`config.mk`:
```
export PLATFORM = sky130hd
export DESIGN_NAME = chess_board_host_master
export DESIGN_NICKNAME = d
export VERILOG_FILES = /design/src/rtl/chess_avmm_pkg.sv /design/src/rtl/avmm_single_access.sv /design/src/rtl/chess_board_host_master.sv
export SDC_FILE = /design/constraint.sdc
export NUM_CORES = 1
export LEC_CHECK = 0
export CAP_MARGIN = 20
export CELL_PAD_IN_SITES_DETAIL_PLACEMENT = 1
export CELL_PAD_IN_SITES_GLOBAL_PLACEMENT = 2
export CORE_ASPECT_RATIO = 0.6
export CORE_UTILIZATION = 36
export DETAILED_ROUTE_END_ITERATION = 10
export HOLD_SLACK_MARGIN = 0.15
export PLACE_DENSITY = 0.92
export REMOVE_ABC_BUFFERS = 1
export SLEW_MARGIN = 20
export SYNTH_ARGS = -nofsm -noshare
export SYNTH_HDL_FRONTEND = slang
export SYNTH_HIERARCHICAL = 1
export SYNTH_SLANG_ARGS = --single-unit
```
`constraint.sdc`:
```
create_clock -name clk -period 12.9 [get_ports clk]
set_input_delay 1.29 -clock clk [delete_from_list [all_inputs] [get_ports clk]]
set_output_delay 1.29 -clock clk [all_outputs]
set_load 0.05 [all_outputs]
```
`src/rtl/chess_avmm_pkg.sv`:
```
`default_nettype none
// ============================================================================
// Module      : chess_avmm_pkg
// Description : Shared constants and host state encoding for the chess
//               move-generator host master and its bus access engine.
// Revision    : 1.0 - initial release
// ============================================================================
package chess_avmm_pkg;

    // Control slave register map (word addresses)
    localparam int CTRL_ADDR   = 0;    // control / status word
    localparam int BOARD_BASE  = 2;    // first board row word

    // Control word bit that kicks off generation
    localparam int START_BIT   = 0;

    // Board geometry and the span cleared before every job
    localparam int BOARD_ROWS  = 8;
    localparam int CLEAR_WORDS = 10;   // addresses 0..9: control, spare, 8 rows

    typedef enum logic [3:0] {
        ST_IDLE   = 4'd0,
        ST_CLEAR  = 4'd1,
        ST_LOAD   = 4'd2,
        ST_CTRL   = 4'd3,
        ST_START  = 4'd4,
        ST_POLL   = 4'd5,
        ST_FETCH  = 4'd6,
        ST_EMIT   = 4'd7,
        ST_FINISH = 4'd8
    } host_state_t;

endpackage
`default_nettype wire

```
`src/rtl/avmm_single_access.sv`:
```
`default_nettype none
// ============================================================================
// Module      : avmm_single_access
// Description : Performs one Avalon-MM access at a time. A write holds the
//               write strobe for exactly one cycle; a read holds the read
//               strobe for READ_LATENCY+1 cycles and samples readdata on the
//               last one. Every access is followed by an idle cycle, during
//               which ack pulses and rdata is valid.
// Ports       : clk, reset           - clock, async active-high reset
//               req/we/addr/wdata    - access request (accepted when ready)
//               ready                - engine idle, request will be taken
//               ack/rdata            - completion pulse, captured read data
//               master_*             - Avalon-MM master strobes and data
// Revision    : 1.0 - initial release
// ============================================================================
module avmm_single_access #(
    parameter int DATA_WIDTH   = 32,
    parameter int ADDR_WIDTH   = 13,
    parameter int READ_LATENCY = 2
) (
    input  logic                  clk,
    input  logic                  reset,
    input  logic                  req,
    input  logic                  we,
    input  logic [ADDR_WIDTH-1:0] addr,
    input  logic [DATA_WIDTH-1:0] wdata,
    output logic                  ready,
    output logic                  ack,
    output logic [DATA_WIDTH-1:0] rdata,
    output logic [ADDR_WIDTH-1:0] master_address,
    output logic                  master_read,
    output logic                  master_write,
    output logic [DATA_WIDTH-1:0] master_writedata,
    input  logic [DATA_WIDTH-1:0] master_readdata
);

    localparam int CW = (READ_LATENCY > 0) ? $clog2(READ_LATENCY + 1) : 1;
    localparam logic [CW-1:0] CNT_LAST = CW'(READ_LATENCY);

    localparam logic [1:0] S_IDLE  = 2'd0;
    localparam logic [1:0] S_WRITE = 2'd1;
    localparam logic [1:0] S_READ  = 2'd2;
    localparam logic [1:0] S_GAP   = 2'd3;

    logic [1:0]            state_q, state_d;
    logic [ADDR_WIDTH-1:0] addr_q,  addr_d;
    logic [DATA_WIDTH-1:0] wdata_q, wdata_d;
    logic [DATA_WIDTH-1:0] rdata_q, rdata_d;
    logic [CW-1:0]         cnt_q,   cnt_d;

    // State register
    always_ff @(posedge clk or posedge reset) begin
        if (reset) begin
            state_q <= S_IDLE;
            addr_q  <= '0;
            wdata_q <= '0;
            rdata_q <= '0;
            cnt_q   <= '0;
        end else begin
            state_q <= state_d;
            addr_q  <= addr_d;
            wdata_q <= wdata_d;
            rdata_q <= rdata_d;
            cnt_q   <= cnt_d;
        end
    end

    // Next-state logic
    always_comb begin
        state_d = state_q;
        addr_d  = addr_q;
        wdata_d = wdata_q;
        rdata_d = rdata_q;
        cnt_d   = cnt_q;
        case (state_q)
            S_IDLE: begin
                if (req) begin
                    addr_d  = addr;
                    wdata_d = wdata;
                    cnt_d   = '0;
                    state_d = we ? S_WRITE : S_READ;
                end
            end
            S_WRITE: state_d = S_GAP;
            S_READ: begin
                // Slave data is only guaranteed on the final strobe cycle
                if (cnt_q == CNT_LAST) begin
                    rdata_d = master_readdata;
                    state_d = S_GAP;
                end else begin
                    cnt_d = cnt_q + 1'b1;
                end
            end
            S_GAP:   state_d = S_IDLE;
            default: state_d = S_IDLE;
        endcase
    end

    // Outputs are decoded from the state flop so that reset drops the
    // strobes immediately without waiting for a clock edge.
    always_comb begin
        ready            = (state_q == S_IDLE);
        ack              = (state_q == S_GAP);
        rdata            = rdata_q;
        master_read      = (state_q == S_READ);
        master_write     = (state_q == S_WRITE);
        master_address   = addr_q;
        master_writedata = wdata_q;
    end

endmodule
`default_nettype wire

```
`src/rtl/chess_board_host_master.sv`:
```
`default_nettype none
// ============================================================================
// Module      : chess_board_host_master
// Description : Avalon-MM master sequencing the chess move-generator control
//               slave: clears and loads a board, starts generation, polls for
//               done, then reads each result word and streams it out on a
//               valid/ready interface.
// Ports       : clk, reset          - clock, async active-high reset
//               cmd_valid/ready     - job request handshake, cmd_board rows
//               master_*            - Avalon-MM master interface
//               res_valid/ready     - result stream (res_data, res_last)
//               busy                - job in progress
//               error               - sticky poll timeout flag
// Options     : CHESS_HOST_TIMEOUT_EN - when defined, give up after
//               POLL_LIMIT status polls, set error and skip the results.
// Revision    : 1.0 - initial release
// ============================================================================
module chess_board_host_master
    import chess_avmm_pkg::*;
#(
    parameter int                    DATA_WIDTH   = 32,
    parameter int                    ADDR_WIDTH   = 13,
    parameter int                    READ_LATENCY = 2,
    parameter int                    RESULT_BASE  = 16,
    parameter int                    RESULT_WORDS = 100,
    parameter logic [DATA_WIDTH-1:0] CTRL_MODE    = 32'h40,
    parameter int                    DONE_BIT     = 1,
    parameter int                    POLL_LIMIT   = 4096
) (
    input  logic                    clk,
    input  logic                    reset,
    input  logic                    cmd_valid,
    output logic                    cmd_ready,
    input  logic [8*DATA_WIDTH-1:0] cmd_board,
    output logic [ADDR_WIDTH-1:0]   master_address,
    output logic                    master_read,
    output logic                    master_write,
    output logic [DATA_WIDTH-1:0]   master_writedata,
    output logic [DATA_WIDTH/8-1:0] master_byteenable,
    input  logic [DATA_WIDTH-1:0]   master_readdata,
    output logic                    res_valid,
    input  logic                    res_ready,
    output logic [DATA_WIDTH-1:0]   res_data,
    output logic                    res_last,
    output logic                    busy,
    output logic                    error
);

    localparam int KW = $clog2(RESULT_WORDS + 1);
    localparam logic [KW-1:0]         K_LAST     = KW'(RESULT_WORDS - 1);
    localparam logic [DATA_WIDTH-1:0] START_WORD = CTRL_MODE | (DATA_WIDTH'(1) << START_BIT);

    host_state_t                                state_q,    state_d;
    logic [BOARD_ROWS-1:0][DATA_WIDTH-1:0]      rows_q,     rows_d;
    logic [3:0]                                 idx_q,      idx_d;
    logic [KW-1:0]                              k_q,        k_d;
    logic [DATA_WIDTH-1:0]                      res_data_q, res_data_d;
    logic                                       issued_q,   issued_d;

`ifdef CHESS_HOST_TIMEOUT_EN
    localparam int PW = $clog2(POLL_LIMIT + 1);
    logic [PW-1:0] poll_cnt_q, poll_cnt_d;
    logic          error_q,    error_d;
`else
    logic [31:0]   w_unused_poll_limit;
    assign w_unused_poll_limit = POLL_LIMIT;
`endif

    // Access engine request side
    logic                  w_req;
    logic                  w_we;
    logic [ADDR_WIDTH-1:0] w_addr;
    logic [DATA_WIDTH-1:0] w_wdata;
    logic                  w_ready;
    logic                  w_ack;
    logic [DATA_WIDTH-1:0] w_rdata;

    avmm_single_access #(
        .DATA_WIDTH   (DATA_WIDTH),
        .ADDR_WIDTH   (ADDR_WIDTH),
        .READ_LATENCY (READ_LATENCY)
    ) u_access (
        .clk              (clk),
        .reset            (reset),
        .req              (w_req),
        .we               (w_we),
        .addr             (w_addr),
        .wdata            (w_wdata),
        .ready            (w_ready),
        .ack              (w_ack),
        .rdata            (w_rdata),
        .master_address   (master_address),
        .master_read      (master_read),
        .master_write     (master_write),
        .master_writedata (master_writedata),
        .master_readdata  (master_readdata)
    );

    // ------------------------------------------------------------------
    // State register
    // ------------------------------------------------------------------
    always_ff @(posedge clk or posedge reset) begin
        if (reset) begin
            state_q    <= ST_IDLE;
            rows_q     <= '0;
            idx_q      <= '0;
            k_q        <= '0;
            res_data_q <= '0;
            issued_q   <= 1'b0;
`ifdef CHESS_HOST_TIMEOUT_EN
            poll_cnt_q <= '0;
            error_q    <= 1'b0;
`endif
        end else begin
            state_q    <= state_d;
            rows_q     <= rows_d;
            idx_q      <= idx_d;
            k_q        <= k_d;
            res_data_q <= res_data_d;
            issued_q   <= issued_d;
`ifdef CHESS_HOST_TIMEOUT_EN
            poll_cnt_q <= poll_cnt_d;
            error_q    <= error_d;
`endif
        end
    end

    // ------------------------------------------------------------------
    // Next-state logic. Each bus state issues one access and advances
    // only on the engine's ack.
    // ------------------------------------------------------------------
    always_comb begin
        state_d    = state_q;
        rows_d     = rows_q;
        idx_d      = idx_q;
        k_d        = k_q;
        res_data_d = res_data_q;
        issued_d   = issued_q;
`ifdef CHESS_HOST_TIMEOUT_EN
        poll_cnt_d = poll_cnt_q;
        error_d    = error_q;
`endif

        // issued marks that the current state's access is in flight, so the
        // request is not repeated when the engine returns to idle.
        if (w_req && w_ready) begin
            issued_d = 1'b1;
        end
        if (w_ack) begin
            issued_d = 1'b0;
        end

        case (state_q)
            ST_IDLE: begin
                if (cmd_valid) begin
                    rows_d  = cmd_board;
                    idx_d   = '0;
                    state_d = ST_CLEAR;
`ifdef CHESS_HOST_TIMEOUT_EN
                    error_d = 1'b0;
`endif
                end
            end
            ST_CLEAR: begin
                if (w_ack) begin
                    if (idx_q == 4'(CLEAR_WORDS - 1)) begin
                        idx_d   = '0;
                        state_d = ST_LOAD;
                    end else begin
                        idx_d = idx_q + 4'd1;
                    end
                end
            end
            ST_LOAD: begin
                if (w_ack) begin
                    if (idx_q == 4'(BOARD_ROWS - 1)) begin
                        idx_d   = '0;
                        state_d = ST_CTRL;
                    end else begin
                        idx_d = idx_q + 4'd1;
                    end
                end
            end
            ST_CTRL: begin
                if (w_ack) begin
                    state_d = ST_START;
                end
            end
            ST_START: begin
                if (w_ack) begin
                    state_d = ST_POLL;
`ifdef CHESS_HOST_TIMEOUT_EN
                    poll_cnt_d = '0;
`endif
                end
            end
            ST_POLL: begin
                if (w_ack) begin
                    if (w_rdata[DONE_BIT]) begin
                        k_d     = '0;
                        state_d = ST_FETCH;
                    end else begin
`ifdef CHESS_HOST_TIMEOUT_EN
                        // A done bit on the final allowed poll still wins
                        if (poll_cnt_q == PW'(POLL_LIMIT - 1)) begin
                            error_d = 1'b1;
                            state_d = ST_FINISH;
                        end else begin
                            poll_cnt_d = poll_cnt_q + 1'b1;
                        end
`endif
                    end
                end
            end
            ST_FETCH: begin
                if (w_ack) begin
                    res_data_d = w_rdata;
                    state_d    = ST_EMIT;
                end
            end
            ST_EMIT: begin
                // No access is requested here, so a stalled consumer also
                // stalls the bus.
                if (res_ready) begin
                    if (k_q == K_LAST) begin
                        state_d = ST_FINISH;
                    end else begin
                        k_d     = k_q + 1'b1;
                        state_d = ST_FETCH;
                    end
                end
            end
            ST_FINISH: begin
                if (w_ack) begin
                    state_d = ST_IDLE;
                end
            end
            default: state_d = ST_IDLE;
        endcase
    end

    // ------------------------------------------------------------------
    // Output / access request decode
    // ------------------------------------------------------------------
    always_comb begin
        cmd_ready         = (state_q == ST_IDLE);
        busy              = (state_q != ST_IDLE);
        res_valid         = (state_q == ST_EMIT);
        res_last          = (state_q == ST_EMIT) && (k_q == K_LAST);
        res_data          = res_data_q;
        master_byteenable = '1;
`ifdef CHESS_HOST_TIMEOUT_EN
        error             = error_q;
`else
        error             = 1'b0;
`endif

        w_req   = 1'b0;
        w_we    = 1'b1;
        w_addr  = ADDR_WIDTH'(CTRL_ADDR);
        w_wdata = '0;
        case (state_q)
            ST_CLEAR: begin
                w_req  = !issued_q;
                w_addr = ADDR_WIDTH'(idx_q);
            end
            ST_LOAD: begin
                w_req   = !issued_q;
                w_addr  = ADDR_WIDTH'(BOARD_BASE) + ADDR_WIDTH'(idx_q);
                w_wdata = rows_q[idx_q[2:0]];
            end
            ST_CTRL: begin
                w_req   = !issued_q;
                w_wdata = CTRL_MODE;
            end
            ST_START: begin
                w_req   = !issued_q;
                w_wdata = START_WORD;
            end
            ST_POLL: begin
                w_req = !issued_q;
                w_we  = 1'b0;
            end
            ST_FETCH: begin
                w_req  = !issued_q;
                w_we   = 1'b0;
                w_addr = ADDR_WIDTH'(RESULT_BASE) + ADDR_WIDTH'(k_q);
            end
            ST_FINISH: begin
                w_req   = !issued_q;
                w_wdata = CTRL_MODE;
            end
            default: begin
                w_req = 1'b0;
            end
        endcase
    end

endmodule
`default_nettype wire
```
; ---- Word level (Yosys, flattened, before mapping)
; Cells that the tools add are included.
[classes]
n_mux = 39
magnitude_cmp = 1
add_sub_neg = 5
n_reduce_logical = 22
n_eq_ne = 31
[ops]
columns = operator, n
row1 = $bmux 32 s3, 1
row2 = $pmux 32 s3, 1
row3 = $mux 4, 18
row4 = $pmux 4 s9, 1
row5 = $mux 32, 1
row6 = $mux 7, 4
row7 = $pmux 8 s3, 1
row8 = $eq 4x3->1 const B, 5
row9 = $ne 2x1->1 const B, 10
row10 = $pmux 7 s2, 1
row11 = $ne 2x2->1 const B, 6
row12 = $pmux 4 s3, 1
row13 = $reduce_and 12->1, 1
row14 = $mux 2, 5
row15 = $reduce_and 2->1, 5
row16 = $add 5x7->8 const A, 1
row17 = $eq 4x2->1 const B, 2
row18 = $eq 4x4->1 const B, 2
row19 = $pmux 2 s4, 1
row20 = $add 7x1->7 const B, 1
row21 = $eq 7x7->1 const B, 1
row22 = $reduce_or 7->1, 1
row23 = $eq 2x2->1 const B, 3
row24 = $reduce_bool 2->1, 3
row25 = other kinds (18), 22
[word_totals]
word_cells = 116
register_bits = 385
out_inout_bits = 88

; ---- Longest topological paths before layout
; Gate-level depths: netlist of the first run.
[depth]
depth_word = 6
mapped_depth = 10
depth_no_buf = 7

; ---- By module
; The synthesis of the first run kept the hierarchy.
[modules_own_cells]
columns = module, area_per_inst_um2, cells_each, instances
row1 = chess_board_host_master, 13997.2, 928, 1
row2 = avmm_single_access, 3325.7, 192, 1

; ---- Worst setup path before layout of the first run
; OpenSTA, ideal clock, no wires.
[synth_timing]
path_type = register to output
startpoint = reg, netlist name state_q[0]
endpoint = out res_last
slack_ns = 9.759
arrival_time_ns = 1.851
stages_incl_launch_ff = 5
cell_sequence = dfrtp_1 -> buf_2 -> clkbuf_1 -> and3_1 -> and2_1
[synth_lines]
columns = element, line_no
row1 = "end, declared", chess_board_host_master.sv:44  ; output logic res_last,

; ---- Worst setup path after layout of the first run
[layout_timing]
startpoint = in cmd_valid
endpoint = reg rows_q[22] in the netlist's numbering
[layout_between]
elab_chain_len = 1
[layout_rtl]
columns = element, line_no
row1 = "start, declared", chess_board_host_master.sv:32  ; input logic cmd_valid,
row2 = $reduce_and 2->1 (no source line), n/a
row3 = "end signal, assigned", chess_board_host_master.sv:116  ; rows_q <= rows_d;
row4 = "end, declared", chess_board_host_master.sv:54  ; logic [BOARD_ROWS-1:0][DATA_WIDTH-1:0] rows_q, rows_d;
; Every way passes these cells.
; A chain may end at the register's enable or synchronous reset.

==> results_dict.tcl, run 1 <==
set metrics [dict create \
    status "finished, final reports clean" \
    skew_ns 0.0243 \
    synth_flop_cell "dfrtp_1" \
    synth.distinct_cells 57 \
    initial_core_util 0.370 \
    fin_tns_setup_ns 0 \
    crit_arrival_ns 4.70 \
    cts_tree "built" \
    ctsLongestPathBuffers 3 \
    ys_seq_area_frac 0.556 \
    synth_edf_count 0 \
    synthesis.area_sq_um 17300 \
    clock-sinks 385 \
    p_per_area_nw_per_um2 211 \
    path_clk_slew_ns 0.06 \
    reg2reg_slack_ns 8.76 \
    grtUsageTotal 0.195 \
    fin_crit_ns 4.28 \
    areaGrowthSynthToFinish_pct 32.4 \
    final_common_cell "dfrtp_1" \
    cts_setup_buffers 0 \
    grt_pass1_vias 12300 \
    clock.fmax_ghz 0.234 \
    path_class "in2reg" \
    routed_wl_um 47200 \
    ir_worst_vdd_mv 0.110 \
    drt_iter0_markers 429 \
    ys_warn_count 6 \
    syn_area_per_cell_sq_um 15.5 \
    hpwl_um 32500 \
    path_common_cell "buf_4" \
    grt_pass1_wl_um 73700 \
    relSlewSlack 0.299 \
    vias 10700 \
    multi_input_area_sq_um 7250 \
    grt_max_degree 118 \
    die_h_um 172 \
    netlist_instances 1120 \
    layout-drive-gt1-share 0.299 \
    cp-start-kind "input port" \
    clockRootBuffer "clkbuf_16" \
    nFillCells 4593 \
    antenna_found_initial 8 \
    slowest_delay_ns 0.85 \
    crit_slowest_cell "buf_4" \
    critPathMaxFanout 74 \
    maxCapViolations 0 \
    h-tree-depth 2 \
    synth-seq-cells 385 \
    io_pins 380 \
    die_w_um 285 \
    final_cell_mix "dfrtp_1 (382), clkdlybuf4s50_1 (374), mux2_2 (253)" \
    power_frac_comb 0.336 \
    switchingPower_mw 1.58 \
    hold_viol_final 0 \
    cp_cell_sequence "clkdlybuf4s50_1 -> nand2_4 -> buf_4 -> buf_4 -> mux2_2" \
    cp.required_ns 13.32 \
    finalCritPeriodShare 0.332 \
    design.core.area_sq_um 46900 \
    hold_buffers 0 \
    fin_nets 1784 \
    drc 0 \
    setup_viol 0 \
    final_util 0.489 \
    async_flop_share 1.00 \
    wl_per_cell_um 22.1 \
    end_kind "register" \
    overflow 0 \
    cts_resized 0 \
    io_buffer_count 374 \
    swShare 0.326 \
    hp-class "reg2reg" \
    die_area_sq_um 49000 \
    gp_congestion 0.798 \
    rows 61 \
    cts-buffers-inserted 40 \
    vias_per_cell 4.99 \
    seq_area_sq_um 9640 \
    dr.pass1.iters 4 \
    insertion_delay_ns 0.54 \
    rsz0062_at_grt "no" \
    clkPwrFrac 0.248 \
    antenna_left 0 \
    power_frac_seq 0.416 \
    intPower_mw 3.26 \
    max_slew.worst_pin.slew_ns 1.05 \
    finalPower_mw 4.84 \
    p_leak_nw 10.4 \
    slew_violations 0 \
]
path summary, 6_finish.rpt:
path,endpoint,depth (start not counted),startpoint
worst max-delay path,rows_q[22],5,cmd_valid
worst min-delay path,u_access/rdata[17],1,u_access/rdata[17]
worst max register to register,rows_q[22],5,state_q[1]
worst min register to register,u_access/rdata[17],1,u_access/rdata[17]
max in group asynchronous,rows_q[113],4,reset
min in group asynchronous,u_access/rdata[19],2,reset
registers in the layout, indices dropped and copies added (netlist names), 4 cells and up:
name / cells
rows_q: 256
u_access/rdata: 32
u_access/master_writedata: 32
k_q: 7
res_data: 32
u_access/master_address: 13
idx_q: 4
state_q: 4
worst max-delay path, delay by kind of cell:
family,cells,cell delay (ns)
buf+inv,3,2.16
mux,1,0.42
simple gates,1,0.62
layout make-up:
class,count,share of cell area
flip-flops and latches,385,0.421
multi-input cells,655,0.316
repair buffers,385,0.167
clock buffers,55,0.0510
well taps,630,0.0344
clock inverters,14,0.00791
inverters,12,0.00240
diodes,4,0.000437
through the flow:
stage               worst slack, ns  hold slack (ns)  std cells  instance area, sq um
global route                   8.36            0.508       2137                 22900
global placement               8.20            0.469       2067                 21600
floorplan                      3.21            0.459       1052                 16900
finish                         8.62            0.488       2140                 22900
detailed placement             8.06            0.479       2067                 21600
CTS                            8.63            0.494       2136                 22900
Yosys cell counts (all sizes together), types with 3 or more instances:
library cell / count / area (sq um)
nand2b: 4 / 25.0
nand3: 9 / 45.0
a21oi: 8 / 40.0
buf: 57 / 368
mux2i: 37 / 370
nand3b: 3 / 26.3
o21ai: 14 / 70.1
clkbuf: 19 / 71.3
nor2b: 6 / 37.5
a31oi: 4 / 25.0
a41oi: 3 / 26.3
nor3b: 3 / 27.5
a211oi: 4 / 35.0
mux4: 64 / 1440
nand2: 30 / 118
dfrtp: 385 / 9630
nor2: 43 / 161
mux2: 367 / 4290
ha: 13 / 163
inv: 12 / 45.0
power groups by stage:
stage	combinational, mW	clock (mW)	sequential, mW
floorplan	0.911	0	2.20
global placement	1.57	0	1.98
detailed placement	1.64	0	2.03
CTS	1.65	1.24	2.02
global route	1.74	1.29	2.09
finish	1.63	1.20	2.01
logic make-up (layout without fill, tap and decap cells):
| group | count (synthesis) | count (layout) | share of synthesized area |
|---|---|---|---|
| XOR/XNOR | 2 | 2 | 0.00101 |
| buffers and inverters | 88 | 466 | 0.0280 |
| other | 2 | 14 | 0.000434 |
| AND/OR/NAND/NOR | 115 | 115 | 0.0345 |
| multiplexers | 468 | 468 | 0.352 |
| adder cells (fa/ha/maj) | 13 | 13 | 0.00939 |
| AO/OA/AOI/OAI | 47 | 47 | 0.0186 |
| flip-flops | 385 | 385 | 0.556 |
routing by layer:
layer,track usage,vias up,share of wire,routed length (um)
li1,-,4795,-,-
met1,0.253,5586,0.43,20400
met2,0.330,212,0.49,23400
met3,0.0504,74,0.054,2540
met4,0.0432,10,0.018,835
met5,0,-,0.0013,60
(Power assumes the default switching activity.)
==> run 2: changes to the inputs <==
==> constraint.sdc (replaced) <==
create_clock -name clk -period 4 [get_ports clk]
set_input_delay 0.4 -clock clk [delete_from_list [all_inputs] [get_ports clk]]
set_output_delay 0.4 -clock clk [all_outputs]
set_load 0.05 [all_outputs]
==> run 2 against run 1 <==
Critical path depth shrank 1. First-iteration DRC count grew 12%. Worst hold slack lost 0.041 ns. Routed wire length grew 1.2%. Design area grew 0.34%. Cell count grew 0.56%. Clock-buffer cell count grew 1.
==> results_dict.tcl, run 2 (synthesized netlist as in run 1, its figures left out) <==
set metrics [dict create \
    grt_util_met3 0.0445 \
    skew_ns 0.0193 \
    die_h_um 172 \
    die_w_um 285 \
    grt_max_degree 104 \
    place_ws_ns 1.12 \
    reg2reg_slack_ns 1.11 \
    h-tree-depth 2 \
    fin_nets 1794 \
    cp-start-kind "register" \
    grt-busiest-layer "met2" \
    dr.pass1.iters 8 \
    io_buffer_count 374 \
    swShare 0.329 \
    grtUsageMet1 0.268 \
    ctsLongestPathBuffers 3 \
    largest_reg_flops 256 \
    intPower_mw 10.4 \
    initial_core_util 0.370 \
    ir_worst_vdd_mv 0.273 \
    path_class "reg2out" \
    areaGrowthSynthToFinish_pct 32.8 \
    rsz0062_at_grt "no" \
    design.core.area_sq_um 46900 \
    layout-drive-gt1-share 0.302 \
    crit_arrival_ns 2.82 \
    gp_congestion 0.844 \
    slew_violations 0 \
    hpwl_um 33500 \
    cts-buffers-inserted 39 \
    switchingPower_mw 5.08 \
    clock-sinks 385 \
    antenna_left 0 \
    drc 0 \
    path_clk_slew_ns 0.06 \
    end_kind "output port" \
    setup_viol 0 \
    status "finished, final reports clean" \
    p_per_area_nw_per_um2 671 \
    finalCritPeriodShare 0.804 \
    fin_crit_ns 3.22 \
    cts_tree "built" \
    reg2reg_from "state_q[2]" \
    r2r_cells 5 \
    cts_resized 0 \
    io_pins 380 \
    hp-class "in2async" \
    cts_setup_buffers 0 \
    dp.cells 2078 \
    vias_per_cell 4.99 \
    rows 61 \
    placed_area_sq_um 21700 \
    grt_pass1_wl_um 74300 \
    hold_viol_final 0 \
    die_area_sq_um 49000 \
    setup_slack_ns 0.784 \
    final_common_cell "dfrtp_1" \
    final_cells 2152 \
    final_cell_mix "dfrtp_1 (382), clkdlybuf4s50_1 (374), mux2_2 (253)" \
    antenna_found_initial 7 \
    routed_wl_um 47800 \
    finalPower_mw 15.4 \
    cp.required_ns 3.60 \
    timing.rr.end "u_access/master_writedata[1]" \
    fin_tns_setup_ns 0 \
    insertion_delay_ns 0.55 \
    hold_buffers 0 \
    max_slew.worst_pin.slew_ns 1.07 \
    wl_per_cell_um 22.2 \
    grtUsageTotal 0.199 \
    critPathMaxFanout 14 \
    maxCapViolations 0 \
    vias 10700 \
    clkPwrFrac 0.238 \
    use_met2 0.327 \
    grt_pass1_vias 12300 \
    clockRootBuffer "clkbuf_16" \
    drt_iter0_markers 482 \
    power_frac_seq 0.421 \
    relSlewSlack 0.288 \
    overflow 0 \
    power_frac_comb 0.342 \
    p_leak_nw 10.4 \
    clock.fmax_ghz 0.311 \
    design_area_sq_um 23000 \
    top_register "rows_q" \
]
run 2: how the worst max path moves through the flow:
stage	start	endpoint	slack, ns	cells after the start
6_report	state_q[3]	res_last	0.78	4
2_1_floorplan	reset	idx_q[0]	-4.80	1
4_1_cts	state_q[3]	res_last	0.76	4
5_1_grt	state_q[3]	res_last	0.65	4
3_5_place_dp	state_q[2]	u_access/master_writedata[1]	1.12	5
3_3_place_gp	state_q[2]	u_access/master_writedata[5]	1.20	5
run 2: power by group through the flow:
stage          sequential (mW)  combinational [mW]  clock (mW)
5_1_grt                   6.71                5.67        3.93
4_1_cts                   6.50                5.34        3.79
2_1_floorplan             7.09                2.94           0
6_report                  6.49                5.27        3.67
3_3_place_gp              6.39                5.11           0
3_5_place_dp              6.54                5.32           0
run 2: area by class of cell:
type,instances,area (sq um)
multi-input cells,655,7250
repair buffers,396,4000
flip-flops and latches,385,9640
clock buffers,56,1130
clock inverters,13,130
fillers,4631,23900
inverters,12,55.1
well taps,630,788
diodes,5,12.5
run 2: worst max-delay path: stages (launching register included):
cell and delay [ns]:
dfrtp_1 0.60, and2b_1 0.38, and3_1 0.28, and2_1 0.20, clkdlybuf4s50_1 0.81
run 2: per-layer routing:
metal | wire [um] | part of all wire | up-vias
li1 | - | - | 4815
met1 | 21000 | 0.44 | 5645
met2 | 23400 | 0.49 | 211
met3 | 2370 | 0.050 | 64
met4 | 931 | 0.019 | 2
met5 | 11 | 0.00023 | -
run 2: metrics by stage:
stage               hold WS, ns   util
floorplan                 0.459      -
CTS                       0.417  0.491
finish                    0.447  0.491
global placement          0.469  0.464
detailed placement        0.477  0.464
global route              0.428  0.491
==> run 3: changes to the inputs <==
--- a/config.mk
+++ b/config.mk
@@ -9,10 +9,10 @@
 export CELL_PAD_IN_SITES_DETAIL_PLACEMENT = 1
 export CELL_PAD_IN_SITES_GLOBAL_PLACEMENT = 2
 export CORE_ASPECT_RATIO = 0.6
-export CORE_UTILIZATION = 36
+export CORE_UTILIZATION = 32
 export DETAILED_ROUTE_END_ITERATION = 10
 export HOLD_SLACK_MARGIN = 0.15
-export PLACE_DENSITY = 0.92
+export PLACE_DENSITY = 0.87
 export REMOVE_ABC_BUFFERS = 1
 export SLEW_MARGIN = 20
 export SYNTH_ARGS = -nofsm -noshare
==> constraint.sdc (replaced) <==
create_clock -name clk -period 2.8 [get_ports clk]
set_input_delay 0.28 -clock clk [delete_from_list [all_inputs] [get_ports clk]]
set_output_delay 0.28 -clock clk [all_outputs]
set_load 0.05 [all_outputs]
==> run 3 against run 2 <==
Combinational power increased by 47%. Via count increased by 1.1%. First-iteration DRC count decreased by 17%. Clock power increased by 54%. Global-route usage decreased by 1.9 points. Routed wire length increased by 2.2%. Critical path depth decreased by 1. Total power increased by 47%. Critical path type unchanged. Setup slack got worse by 0.64 ns. Sequential share of layout area decreased by 0.69 points. Non-clock buffer count increased by 12.
==> results_dict.tcl, run 3 (synthesized netlist as in run 1, its figures left out) <==
set metrics [dict create \
    overflow 0 \
    startpoint "state_q[0]" \
    cp.required_ns 2.52 \
    crit_arrival_ns 2.37 \
    p_leak_nw 10.6 \
    ctsLongestPathBuffers 3 \
    routed_wl_um 48800 \
    skew_ns 0.0153 \
    design_area_sq_um 23400 \
    vias_per_cell 4.85 \
    p_per_area_nw_per_um2 967 \
    finalPower_mw 22.6 \
    clock.fmax_ghz 0.377 \
    die_area_sq_um 55100 \
    insertion_delay_ns 0.55 \
    cts_setup_buffers 0 \
    hold_viol_final 0 \
    maxCapViolations 0 \
    gp_congestion 0.833 \
    antenna_found_initial 4 \
    clockRootBuffer "clkbuf_16" \
    largest_reg_flops 256 \
    slowest_delay_ns 0.81 \
    fin_crit_ns 2.65 \
    hold_buffers 0 \
    crit_slowest_cell "clkdlybuf4s50_1" \
    status "finished, final reports clean" \
    crit_end "cmd_ready" \
    path_class "reg2out" \
    io_buffer_count 374 \
    cp_cell_sequence "nor4_4 -> buf_4 -> clkdlybuf4s50_1" \
    clock-sinks 385 \
    final_util 0.441 \
    drt_iter0_markers 402 \
    dr.pass1.iters 4 \
    relSlewSlack 0.521 \
    hp-class "in2async" \
    reg2reg_slack_ns 0.33 \
    cp-start-kind "register" \
    die_h_um 182 \
    ir_worst_vdd_mv 0.356 \
    max_slew.worst_pin.slew_ns 0.719 \
    final_common_cell "dfrtp_1" \
    areaGrowthSynthToFinish_pct 35.0 \
    setup_slack_ns 0.147 \
    cts-buffers-inserted 41 \
    drc 0 \
    rows 65 \
    setup_viol 0 \
    layout-drive-gt1-share 0.313 \
    finalCritPeriodShare 0.948 \
    reg2reg_from "state_q[1]" \
    grt_pass1_wl_um 76300 \
    critPathMaxFanout 9 \
    io_pins 380 \
    die_w_um 302 \
    grt_max_degree 112 \
    fin_nets 1808 \
    place_ws_ns 0.355 \
    design.core.area_sq_um 53000 \
    vias 10900 \
    grt_pass1_vias 12500 \
    end_kind "output port" \
    slew_violations 0 \
    cts_tree "built" \
    diodes 0 \
    h-tree-depth 2 \
    r2r_cells 6 \
    timing.rr.end "u_access/master_writedata[3]" \
    hpwl_um 34200 \
    rsz0062_at_grt "no" \
    initial_core_util 0.327 \
    grtUsageTotal 0.180 \
    wl_per_cell_um 21.8 \
    top_register "rows_q" \
    final_cell_mix "dfrtp_1 (382), clkdlybuf4s50_1 (372), mux2_2 (253)" \
    antenna_left 0 \
    placed_area_sq_um 22000 \
    path_clk_slew_ns 0.06 \
]
==> run 3: changes by cell type in the layout (fill, tap and decap cells not counted), sizes merged <==
cell | before | now
clkinv | 10 | 12
clkdlybuf4s50 | 374 | 372
diode | 5 | 0
clkinvlp | 0 | 2
buf | 22 | 34
bufinv | 2 | 3
clkbuf | 56 | 57
dlygate4sd2 | 0 | 2
==> run 3: worst max-delay path, delay by kind of cell (launching register included) <==
kind,cells,cell delay [ns]
buffers and inverters,2,1.00
DFF,1,0.50
and+or+nand+nor,1,0.33
==> run 3: cell type report <==
class | instances | area [sq um]
inverter | 12 | 55.1
sequential | 385 | 9640
clock inverter | 18 | 200
fill | 5307 | 29600
multi-input combinational | 655 | 7250
timing repair buffer | 408 | 4160
tap | 703 | 880
clock buffer | 57 | 1210
==> run 3: worst min path at each step <==
stage,startpoint,endpoint,slack [ns],depth (start not counted)
floorplan,cmd_valid,idx_q[2],0.37,1
global placement,u_access/rdata[19],u_access/rdata[19],0.47,1
detailed placement,rows_q[14],rows_q[14],0.48,1
CTS,reset,u_access/master_writedata[24],0.26,2
global route,reset,u_access/master_writedata[24],0.26,2
finish,reset,u_access/master_writedata[12],0.27,2
==> run 3: where the power goes <==
group | leakage, nW | internal, mW | switching [mW]
logic | 4.78 | 3.98 | 3.77
registers | 5.09 | 7.88 | 1.34
clock network | 0.697 | 3.31 | 2.33
==> run 3: routing by layer <==
layer  up-vias  share of wire  GRT usage  wire, um
met4         8          0.018     0.0368       901
li1       4838              -          -         -
met3        75          0.055     0.0445      2670
met1      5719           0.44      0.242     21600
met2       214           0.48      0.295     23600
met5         -        0.00080          0        39
==> run 3: per-stage QoR <==
step	cells	TNS, ns	hold WS, ns
3_3_place_gp	2163	0	0.469
6_report	2238	0	0.267
5_1_grt	2238	0	0.264
3_5_place_dp	2163	0	0.478
2_1_floorplan	1052	-3107.63	0.367
4_1_cts	2238	0	0.256
==> run 3: what timing repair did <==
action	in CTS	in global routing
hold endpoints to repair	0	0
gates resized for setup	2	0
endpoints found under the setup margin	2	0
